**src/rtl/ntsc_write_if.sv**
```systemverilog
`default_nettype none
// +----------------------------------------------------------------------------+
// | ntsc_write_if: frame-buffer write bus between capture writer and memory.  |
// | Revision: 1.0                                                              |
// +----------------------------------------------------------------------------+
interface ntsc_write_if #(
    parameter int LOG_MEM    = 36,
    parameter int LOG_HCOUNT = 10,
    parameter int LOG_VCOUNT = 10
);
    logic                  ntsc_flag;
    logic [LOG_MEM-1:0]    ntsc_pixel;
    logic [LOG_HCOUNT-1:0] ntsc_x;
    logic [LOG_VCOUNT-1:0] ntsc_y;
    logic                  done_ntsc;

    modport master (
        output ntsc_flag,
        output ntsc_pixel,
        output ntsc_x,
        output ntsc_y,
        input  done_ntsc
    );

    modport slave (
        input  ntsc_flag,
        input  ntsc_pixel,
        input  ntsc_x,
        input  ntsc_y,
        output done_ntsc
    );
endinterface
`default_nettype wire

```
**src/rtl/ntsc_write.sv**
```systemverilog
`default_nettype none
// +----------------------------------------------------------------------------+
// | ntsc_write: packs 6/6/6 camera pixels two per word and queues frame-buffer |
// | writes behind a small FIFO.                          Revision: 1.0         |
// +----------------------------------------------------------------------------+
module ntsc_write #(
    parameter int LOG_DEPTH  = 2,
    parameter int LOG_HCOUNT = 10,
    parameter int LOG_VCOUNT = 10,
    parameter int H_PIXELS   = 640,
    parameter int V_LINES    = 480
) (
    input  logic         clock,
    input  logic         reset,
    input  logic         pixel_valid,
    input  logic         sof,
    input  logic [7:0]   pixel_y,
    input  logic [7:0]   pixel_cb,
    input  logic [7:0]   pixel_cr,
    ntsc_write_if.master mem,
    output logic         frame_flag,
    output logic         overflow
);
    localparam int LOG_TRUNC = 18;
    localparam int LOG_MEM   = 2 * LOG_TRUNC;
    localparam int DEPTH     = 1 << LOG_DEPTH;
    localparam int ENTRY_W   = LOG_MEM + LOG_HCOUNT + LOG_VCOUNT;

    localparam logic [LOG_DEPTH:0]    FULL_COUNT  = (LOG_DEPTH + 1)'(DEPTH);
    localparam logic [LOG_HCOUNT-1:0] LAST_X      = LOG_HCOUNT'(H_PIXELS - 1);
    localparam logic [LOG_HCOUNT-1:0] LAST_WORD_X = LOG_HCOUNT'(H_PIXELS - 2);
    localparam logic [LOG_VCOUNT-1:0] LAST_Y      = LOG_VCOUNT'(V_LINES - 1);
    localparam logic [LOG_VCOUNT-1:0] END_Y       = LOG_VCOUNT'(V_LINES);

    typedef enum logic [0:0] {
        IDLE    = 1'b0,
        REQUEST = 1'b1
    } state_t;

    state_t state, state_next;

    logic [LOG_HCOUNT-1:0] x_cnt, cur_x, tag_x;
    logic [LOG_VCOUNT-1:0] y_cnt, cur_y;
    logic [LOG_TRUNC-1:0]  trunc, half;
    logic                  accept, word_done, push, pop, drop;

    logic [ENTRY_W-1:0]    fifo [DEPTH];
    logic [ENTRY_W-1:0]    new_entry, head_next;
    logic [LOG_DEPTH-1:0]  wr_ptr, rd_ptr, rd_next;
    logic [LOG_DEPTH:0]    count, count_after_pop, count_next;

    logic [LOG_MEM-1:0]    head_word;
    logic [LOG_HCOUNT-1:0] head_x;
    logic [LOG_VCOUNT-1:0] head_y;

    logic                  unused_lsbs;
    assign unused_lsbs = ^{pixel_y[1:0], pixel_cb[1:0], pixel_cr[1:0]};

    // sof overrides the running counters so the marked pixel lands at (0,0)
    always_comb begin
        trunc     = {pixel_y[7:2], pixel_cb[7:2], pixel_cr[7:2]};
        cur_x     = sof ? '0 : x_cnt;
        cur_y     = sof ? '0 : y_cnt;
        tag_x     = {cur_x[LOG_HCOUNT-1:1], 1'b0};
        accept    = pixel_valid && (sof || (y_cnt < END_Y));
        word_done = accept && cur_x[0];
        new_entry = {half, trunc, tag_x, cur_y};
    end

    // A full FIFO can still take a word when the head leaves in the same cycle
    always_comb begin
        pop             = mem.done_ntsc && mem.ntsc_flag;
        push            = word_done && ((count != FULL_COUNT) || pop);
        drop            = word_done && !push;
        count_after_pop = count - (LOG_DEPTH + 1)'(pop);
        count_next      = count_after_pop + (LOG_DEPTH + 1)'(push);
        rd_next         = rd_ptr + LOG_DEPTH'(pop);
        if (count_after_pop != '0) begin
            head_next = fifo[rd_next];
        end else if (push) begin
            head_next = new_entry;
        end else begin
            head_next = {head_word, head_x, head_y};
        end
    end

    always_ff @(posedge clock) begin
        if (push) begin
            fifo[wr_ptr] <= new_entry;
        end
    end

    always_ff @(posedge clock) begin
        if (reset) begin
            x_cnt      <= '0;
            y_cnt      <= '0;
            half       <= '0;
            wr_ptr     <= '0;
            rd_ptr     <= '0;
            count      <= '0;
            head_word  <= '0;
            head_x     <= '0;
            head_y     <= '0;
            frame_flag <= 1'b0;
            overflow   <= 1'b0;
        end else begin
            if (accept) begin
                if (cur_x == LAST_X) begin
                    x_cnt <= '0;
                    y_cnt <= cur_y + LOG_VCOUNT'(1);
                end else begin
                    x_cnt <= cur_x + LOG_HCOUNT'(1);
                    y_cnt <= cur_y;
                end
            end
            if (accept && !cur_x[0]) begin
                half <= trunc;
            end
            if (push) begin
                wr_ptr <= wr_ptr + LOG_DEPTH'(1);
            end
            rd_ptr                     <= rd_next;
            count                      <= count_next;
            {head_word, head_x, head_y} <= head_next;
            frame_flag <= pop && (head_x == LAST_WORD_X) && (head_y == LAST_Y);
            if (accept && sof) begin
                overflow <= 1'b0;
            end else if (drop) begin
                overflow <= 1'b1;
            end
        end
    end

    always_ff @(posedge clock) begin
        if (reset) begin
            state <= IDLE;
        end else begin
            state <= state_next;
        end
    end

    always_comb begin
        state_next = state;
        case (state)
            IDLE:    if (count_next != '0) state_next = REQUEST;
            REQUEST: if (count_next == '0) state_next = IDLE;
            default: state_next = IDLE;
        endcase
    end

    assign mem.ntsc_flag  = (state == REQUEST);
    assign mem.ntsc_pixel = head_word;
    assign mem.ntsc_x     = head_x;
    assign mem.ntsc_y     = head_y;

endmodule
`default_nettype wire

```
**src/flat_wrapper.sv**
```systemverilog
// flat-port wrapper written by rule: the top's interface ports become plain ports
module ntsc_write_flat 
#(
    parameter int LOG_DEPTH  = 2,
    parameter int LOG_HCOUNT = 10,
    parameter int LOG_VCOUNT = 10,
    parameter int H_PIXELS   = 640,
    parameter int V_LINES    = 480
)
  (clock, reset, pixel_valid, sof, pixel_y, pixel_cb, pixel_cr, frame_flag, overflow, mem_ntsc_flag, mem_ntsc_pixel, mem_ntsc_x, mem_ntsc_y, mem_done_ntsc);
  ntsc_write_if #(.LOG_HCOUNT(LOG_HCOUNT), .LOG_VCOUNT(LOG_VCOUNT)) mem_i ();
  input  logic clock;
  input  logic reset;
  input  logic pixel_valid;
  input  logic sof;
  input  logic [7:0] pixel_y;
  input  logic [7:0] pixel_cb;
  input  logic [7:0] pixel_cr;
  output logic frame_flag;
  output logic overflow;
  output wire logic [$bits(mem_i.ntsc_flag)-1:0] mem_ntsc_flag;
  output wire logic [$bits(mem_i.ntsc_pixel)-1:0] mem_ntsc_pixel;
  output wire logic [$bits(mem_i.ntsc_x)-1:0] mem_ntsc_x;
  output wire logic [$bits(mem_i.ntsc_y)-1:0] mem_ntsc_y;
  input wire logic [$bits(mem_i.done_ntsc)-1:0] mem_done_ntsc;
  assign mem_ntsc_flag = mem_i.ntsc_flag;
  assign mem_ntsc_pixel = mem_i.ntsc_pixel;
  assign mem_ntsc_x = mem_i.ntsc_x;
  assign mem_ntsc_y = mem_i.ntsc_y;
  assign mem_i.done_ntsc = mem_done_ntsc;
  ntsc_write #(.LOG_DEPTH(LOG_DEPTH), .LOG_HCOUNT(LOG_HCOUNT), .LOG_VCOUNT(LOG_VCOUNT), .H_PIXELS(H_PIXELS), .V_LINES(V_LINES)) u_core (.clock(clock), .reset(reset), .pixel_valid(pixel_valid), .sof(sof), .pixel_y(pixel_y), .pixel_cb(pixel_cb), .pixel_cr(pixel_cr), .mem(mem_i), .frame_flag(frame_flag), .overflow(overflow));
endmodule
```
**config.mk**
```make
export PLATFORM = sky130hd
export DESIGN_NAME = ntsc_write_flat
export DESIGN_NICKNAME = d
export VERILOG_FILES = /design/src/rtl/ntsc_write_if.sv /design/src/rtl/ntsc_write.sv /design/src/flat_wrapper.sv
export SDC_FILE = /design/constraint.sdc
export NUM_CORES = 1
export LEC_CHECK = 0
export ABC_AREA = 1
export BUFFER_PORTS_ARGS = -buffer_cell sky130_fd_sc_hd__buf_2
export CAP_MARGIN = 10
export CORE_MARGIN = 1.5
export CORE_UTILIZATION = 60
export DETAILED_ROUTE_END_ITERATION = 12
export GPL_TIMING_DRIVEN = 0
export PLACE_DENSITY = 0.84
export SETUP_SLACK_MARGIN = 0.3
export SYNTH_ARGS = -nofsm -noshare
export SYNTH_HDL_FRONTEND = slang
export SYNTH_SLANG_ARGS = --single-unit
```
**constraint.sdc**
```tcl
create_clock -name clock -period 4.6 [get_ports clock]
set_clock_uncertainty 0.1 [all_clocks]
set_input_delay 0.46 -clock clock [delete_from_list [all_inputs] [get_ports clock]]
set_output_delay 0.46 -clock clock [all_outputs]
set_load 0.005 [all_outputs]
```
After elaboration in Yosys (flattened, before gate mapping):

Memory sizes are Yosys's and may differ from the RTL's.
Index checks and enable logic that the tools add are counted.
W data, S select, Z words.

* add/subtract/negate cells: 6
* magnitude comparators: 1
* equality and inequality tests: 4
* muxes and demuxes: 11
* bitwise logic cells: 1
* reductions and logical operators: 18

Operators with widths (number)
* $mux W56: 2
* $mux W10: 4
* $add A10 B1 Y10 const B: 2
* $eq A10 B10 Y1 const B: 2
* $eq A10 B9 Y1 const B: 1
* $lt A10 B9 Y1 const B: 1
* $logic_and A1 B1 Y1: 9
* $reduce_bool A3 Y1: 2
* $mux W1: 4
* $add A3 B1 Y3: 1
* $logic_not A3 Y1: 1
* $ne A3 B3 Y1 const B: 1
* $sub A3 B1 Y3: 1
* $add A2 B1 Y2: 1
* $add A2 B1 Y2 const B: 1
* $logic_not A1 Y1: 2
* $logic_or A1 B1 Y1: 2
* $pmux W1 S2: 1
* $reduce_bool A2 Y1: 1
* $reduce_or A2 Y1: 1
* $not A1 Y1: 1

* register bits: 104
* memory bits (writable): 220
* bits of input ports: 29
* output and inout port bits: 59
* logic and storage cells: 54
* memories: 1

Memories
* u_core.fifo: words 4, bits a word 55, rd ports 1, clocked after memory_dff 0, write ports 1, RTL line ntsc_write.sv:47 `logic [ENTRY_W-1:0] fifo [DEPTH];`

Longest topological paths before layout:

* depth after elaboration: 9
* mapped depth: 14
* mapped depth without buffers: 12

Least setup slack after synthesis:

OpenSTA, ideal clock, no wires.

* path type: input to register
* start point: in sof
* end point: mem u_core.fifo[0][0] in the netlist's numbering, enable pin
* setup time: 0.468 ns
* data arrival time: 3.433 ns
* data required time: 4.032 ns
* path slack: 0.599 ns
* cell stages on the path: 7
* path buffers: 1
* cells stage by stage: buf_6 > nor2_1 > nor2_2 > nand2_2 > inv_2 > nand3_2 > nor2_1

* longest elaborated chain between the ends: 6
* elaborated cells between the ends (all ways): 7
* those cells by class: mux: 3; reduce/logical: 4

RTL lines
* from (decl): RTL line flat_wrapper.sv:15 `input logic sof;`
* $logic_or A1 B1 Y1: RTL line ntsc_write.sv:65 `accept = pixel_valid && (sof || (y_cnt < END_Y));`
* $logic_and A1 B1 Y1: RTL line ntsc_write.sv:65
* $logic_and A1 B1 Y1 *: RTL line ntsc_write.sv:66 `word_done = accept && cur_x[0];`
* $logic_and A1 B1 Y1 *: RTL line ntsc_write.sv:73 `push = word_done && ((count != FULL_COUNT) || pop);`
* $mux W1 *: RTL line ntsc_write.sv:88 `if (push) begin`
* $mux W1 (implied by the code) *: RTL line ntsc_write.sv:89 `fifo[wr_ptr] <= new_entry;`
* to (decl): RTL line ntsc_write.sv:47

Mark *: on every way between the ends. The rest lies on a longest branch, timed or not.

Final worst setup path:

* start point: reg u_core.state, in the netlist u_core.mem.ntsc_flag
* end point: reg u_core.head_word[27], in the netlist u_core.mem.ntsc_pixel[27]

* longest elaborated chain between the ends: 4
* elaborated cells between the ends (all ways): 9
* those cells by class: add/sub: 2; mux: 1; reduce/logical: 5; memory: 1

RTL lines
* from (decl): RTL line ntsc_write.sv:40 `state_t state, state_next;`
* from (signal assigned): RTL line ntsc_write.sv:138 `state <= state_next;`
* $logic_and A1 B1 Y1: RTL line ntsc_write.sv:72 `pop = mem.done_ntsc && mem.ntsc_flag;`
* $add A2 B1 Y2: RTL line ntsc_write.sv:77 `rd_next = rd_ptr + LOG_DEPTH'(pop);`
* via u_core.rd_next[0]: RTL line ntsc_write.sv:49 `logic [LOG_DEPTH-1:0] wr_ptr, rd_ptr, rd_next;`
* $mem_v2 Z4 W55
* $mux W56: RTL line ntsc_write.sv:78 `if (count_after_pop != '0) begin`
* to (signal assigned): RTL line ntsc_write.sv:124 `{head_word, head_x, head_y} <= head_next;`
* to (decl): RTL line ntsc_write.sv:52 `logic [LOG_MEM-1:0] head_word;`

The timed path passes the listed nets, and every way through them passes these cells.
A chain may end at the register's enable or synchronous reset.

==> flow_results.xml <==
<?xml version="1.0" encoding="UTF-8"?>
<metrics>
  <group name="place">
    <metric name="detailed_place_hpwl" unit="mm">24.0</metric>
    <metric name="routabilityCongestion" unit="">0.899</metric>
    <metric name="place_worst_setup_slack" unit="ps">1410</metric>
    <metric name="buffer_ports.inserted" unit="">79</metric>
    <metric name="placement.cell_area" unit="um2">14400</metric>
  </group>
  <group name="worst_setup_path">
    <metric name="worst_setup_path_end_kind" unit="">register</metric>
    <metric name="timing.critical_path.buf_inv" unit="">4</metric>
    <metric name="cp_slowest_stage_delay" unit="ps">590</metric>
    <metric name="reg2reg_slack" unit="ps">1490</metric>
    <metric name="startpoint_type" unit="">register</metric>
    <metric name="rr_worst_depth" unit="">12</metric>
    <metric name="criticalPathCategory" unit="">reg -&gt; reg</metric>
    <metric name="crit_fanout" unit="">10</metric>
    <metric name="critical_path.cell_chain" unit="">nand2_1, inv_1, ha_1, inv_1, clkbuf_1, clkbuf_1, nand2_1, nand2_1, nand2_1, a21oi_1, o21ai_0, nor2_1</metric>
    <metric name="cp.required" unit="ps">4990</metric>
    <metric name="crit_slowest_cell" unit="">sky130_fd_sc_hd__clkbuf_1</metric>
    <metric name="critical_path_depth_in_cells" unit="">12</metric>
    <metric name="cp_top_family" unit="">buffers and inverters</metric>
    <metric name="crit_arrival" unit="ps">3500</metric>
    <metric name="critical_path.most_common_cell" unit="">sky130_fd_sc_hd__nand2_1</metric>
  </group>
  <group name="hold_path">
    <metric name="hold_path_class" unit="">in -&gt; reg</metric>
    <metric name="min_delay_path_depth" unit="">1</metric>
  </group>
  <group name="sta">
    <metric name="setup_viol_count_final" unit="">0</metric>
    <metric name="drv_slew" unit="">0</metric>
    <metric name="hold_ws" unit="ps">41.0</metric>
    <metric name="grt_setup_unrepaired" unit="">no</metric>
    <metric name="worst_pin_slew" unit="ps">874</metric>
    <metric name="timing.final.crit_period" unit="ps">3110</metric>
    <metric name="slew_headroom" unit="">0.418</metric>
    <metric name="final_min_period_over_clock_period" unit="">0.676</metric>
    <metric name="max_freq" unit="MHz">322</metric>
    <metric name="layout_setup_ws" unit="ps">1490</metric>
    <metric name="number_of_endpoints_with_negative_hold_slack_in_the_final_report" unit="">0</metric>
  </group>
  <group name="logic_synthesis">
    <metric name="dominant_combinational_cell_family_by_area_after_synthesis" unit="">simple AND/OR/NAND/NOR gates</metric>
    <metric name="synth.mux.area_fraction" unit="">0.00598</metric>
    <metric name="ys_seq_elements" unit="">323</metric>
    <metric name="syn-instance-count" unit="">1404</metric>
    <metric name="synth_cell_type_count" unit="">35</metric>
    <metric name="yosys.area_share.simple" unit="">0.218</metric>
    <metric name="post_synth_instance_area" unit="um2">13400</metric>
    <metric name="avgSynthCellArea" unit="um2">9.54</metric>
    <metric name="synth_flop_cell" unit="">sky130_fd_sc_hd__edfxtp_1</metric>
    <metric name="yosys_warnings" unit="">0</metric>
    <metric name="synth-edff-count" unit="">220</metric>
    <metric name="seq_area_frac_synth" unit="">0.647</metric>
    <metric name="compound_gate_portion_of_the_synthesized_area" unit="">0.0685</metric>
    <metric name="synth-adder-area-share" unit="">0.0103</metric>
    <metric name="syn_nets" unit="">1444</metric>
    <metric name="postSynth.asyncResetShare" unit="">0</metric>
    <metric name="yosys.area_share.xor_xnor" unit="">0.00308</metric>
  </group>
  <group name="clock_tree">
    <metric name="root_buffer" unit="">sky130_fd_sc_hd__clkbuf_16</metric>
    <metric name="count_of_clock_tree_sinks" unit="">323</metric>
    <metric name="hold_buffers" unit="">0</metric>
    <metric name="clkLatencyLatePin" unit="ps">570</metric>
    <metric name="tritoncts" unit="">built</metric>
    <metric name="buffer_count_from_post_cts_setup_fixing" unit="">0</metric>
    <metric name="cts_buffer_depth" unit="">3</metric>
    <metric name="htreeDepth" unit="">1</metric>
    <metric name="cts_made_buffers" unit="">31</metric>
    <metric name="cts.repair.resized" unit="">0</metric>
    <metric name="clk_pin_slew" unit="ps">60</metric>
  </group>
  <group name="global_route">
    <metric name="vias_in_the_first_global_route" unit="">10467</metric>
    <metric name="globalRoute.totalOverflow" unit="">0</metric>
    <metric name="grtUsageTotal" unit="">0.318</metric>
    <metric name="grt_antenna_before_repair" unit="">0</metric>
    <metric name="grt_max_degree" unit="">27</metric>
    <metric name="grt_first_pass_wirelength" unit="mm">57.0</metric>
  </group>
  <group name="pwr">
    <metric name="total_power" unit="mW">9.18</metric>
    <metric name="vdd.ir_drop.worst" unit="mV">0.310</metric>
    <metric name="total_leakage_power" unit="nW">6.18</metric>
    <metric name="cellPowerDensity" unit="nW/um2">597</metric>
  </group>
  <group name="finish">
    <metric name="layout.cell_area.non_filler" unit="um2">15400</metric>
    <metric name="layout.cells.most_common" unit="">sky130_fd_sc_hd__nand2_1</metric>
    <metric name="syn2layout_area_growth" unit="%">14.8</metric>
    <metric name="layout-drive-gt1-share" unit="">0.114</metric>
    <metric name="num_antenna_cells" unit="">0</metric>
    <metric name="most-common-layout-cells" unit="">sky130_fd_sc_hd__nand2_1 (462), sky130_fd_sc_hd__edfxtp_1 (220), sky130_fd_sc_hd__nor2_1 (144)</metric>
    <metric name="layout.core_utilization" unit="">0.702</metric>
    <metric name="finalNetCount" unit="">1564</metric>
  </group>
  <group name="floorplanning">
    <metric name="floorplan.core_area" unit="um2">21900</metric>
    <metric name="die-width" unit="um">152</metric>
    <metric name="floorplan.die.height" unit="um">152</metric>
    <metric name="number_of_i_o_pins" unit="">88</metric>
    <metric name="start_util" unit="">0.612</metric>
    <metric name="die_area" unit="um2">23200</metric>
    <metric name="rows" unit="">54</metric>
  </group>
  <group name="run">
    <metric name="timing.max_cap.violations" unit="">0</metric>
  </group>
  <group name="routing">
    <metric name="drt-vias-per-instance" unit="">5.91</metric>
    <metric name="route.detailed.wl_per_inst" unit="um">20.3</metric>
    <metric name="first_iter_violations" unit="">1476</metric>
    <metric name="finalWirelength" unit="mm">37.2</metric>
    <metric name="count_of_vias_placed_by_the_detailed_router" unit="">10813</metric>
    <metric name="drc" unit="">0</metric>
    <metric name="antenna_violating_nets_post_route" unit="">0</metric>
    <metric name="firstDrtPassIters" unit="">6</metric>
  </group>
  <group name="outcome">
    <metric name="status" unit="">finished, final reports clean</metric>
  </group>
</metrics>
==> routing by layer <==
layer | GRT usage | vias to the layer above | wire length, um
met3 | 0.0697 | 151 | 4910
met4 | 0.168 | 0 | 2070
met1 | 0.416 | 5027 | 13300
met5 | 0 | - | 0
li1 | - | 4885 | -
met2 | 0.501 | 750 | 16900
==> power by group <==
part           internal, mW  switching [mW]  total, mW
Clock                  1.46            1.05       2.51
Sequential             3.33           0.151       3.48
Combinational         0.913            2.28       3.19
Total                  5.70            3.48       9.18
==> synthesized netlist by cell type (2+ instances only) <==
cell / n / share of area
sky130_fd_sc_hd__nand3_1: 77 / 0.029
sky130_fd_sc_hd__ha_1: 11 / 0.010
sky130_fd_sc_hd__buf_4: 7 / 0.0039
sky130_fd_sc_hd__nor3_1: 6 / 0.0022
sky130_fd_sc_hd__edfxtp_1: 220 / 0.49
sky130_fd_sc_hd__nand4_1: 9 / 0.0042
sky130_fd_sc_hd__nand2_1: 462 / 0.13
sky130_fd_sc_hd__nor2_1: 148 / 0.041
sky130_fd_sc_hd__inv_2: 2 / 0.00056
sky130_fd_sc_hd__dfxtp_1: 103 / 0.15
sky130_fd_sc_hd__nor2_2: 4 / 0.0019
sky130_fd_sc_hd__clkbuf_1: 37 / 0.010
sky130_fd_sc_hd__inv_1: 79 / 0.022
sky130_fd_sc_hd__buf_1: 14 / 0.0039
sky130_fd_sc_hd__o21ai_0: 82 / 0.031
sky130_fd_sc_hd__mux2i_1: 8 / 0.0060
sky130_fd_sc_hd__a21oi_1: 79 / 0.030
sky130_fd_sc_hd__nand2_2: 3 / 0.0014
sky130_fd_sc_hd__o21ai_1: 21 / 0.0078
sky130_fd_sc_hd__nor2_4: 4 / 0.0034
sky130_fd_sc_hd__buf_2: 14 / 0.0052
==> worst paths after layout <==
path,from,end
min reg2reg,u_core.mem.ntsc_pixel[24]$_SDFFE_PP0P_,u_core.mem.ntsc_pixel[24]$_SDFFE_PP0P_
max,u_core.mem.ntsc_flag$_SDFF_PP0_,u_core.mem.ntsc_pixel[27]$_SDFFE_PP0P_
min,pixel_y[4],u_core.fifo[2][33]$_DFFE_PP_
max reg2reg,u_core.mem.ntsc_flag$_SDFF_PP0_,u_core.mem.ntsc_pixel[27]$_SDFFE_PP0P_
==> kinds of logic after synthesis <==
family	after synthesis
AO/OA/AOI/OAI	183
XOR/XNOR	3
adder cells (fa/ha/maj)	11
buffers and inverters	155
flip-flops	323
multiplexers	8
other	1
AND/OR/NAND/NOR	720
==> state kept, by name, indices dropped and copies added, names as in the netlist, 3 cells and up <==
signal / flops
u_core.y_cnt: 10
u_core.half: 18
u_core.mem.ntsc_y: 10
u_core.mem.ntsc_pixel: 36
u_core.x_cnt: 10
u_core.count: 3
u_core.mem.ntsc_x: 9
u_core.fifo: 220
==> cell type report <==
type | instances | area (um2)
well taps | 280 | 350
fillers | 1540 | 6520
inverters | 82 | 308
plain buffers | 73 | 325
flip-flops and latches | 323 | 8670
repair buffers | 87 | 586
multi-input cells | 926 | 4130
clock inverters | 5 | 52.6
clock buffers | 53 | 958
==> metrics by stage <==
step / TNS, ps / instances
final: 0 / 1829
after global routing: 0 / 1829
after CTS: 0 / 1829
after detailed placement: 0 / 1771
after global placement: -284510 / 1763
after floorplan: 0 / 1404
Power figures use the tool's default switching activity.
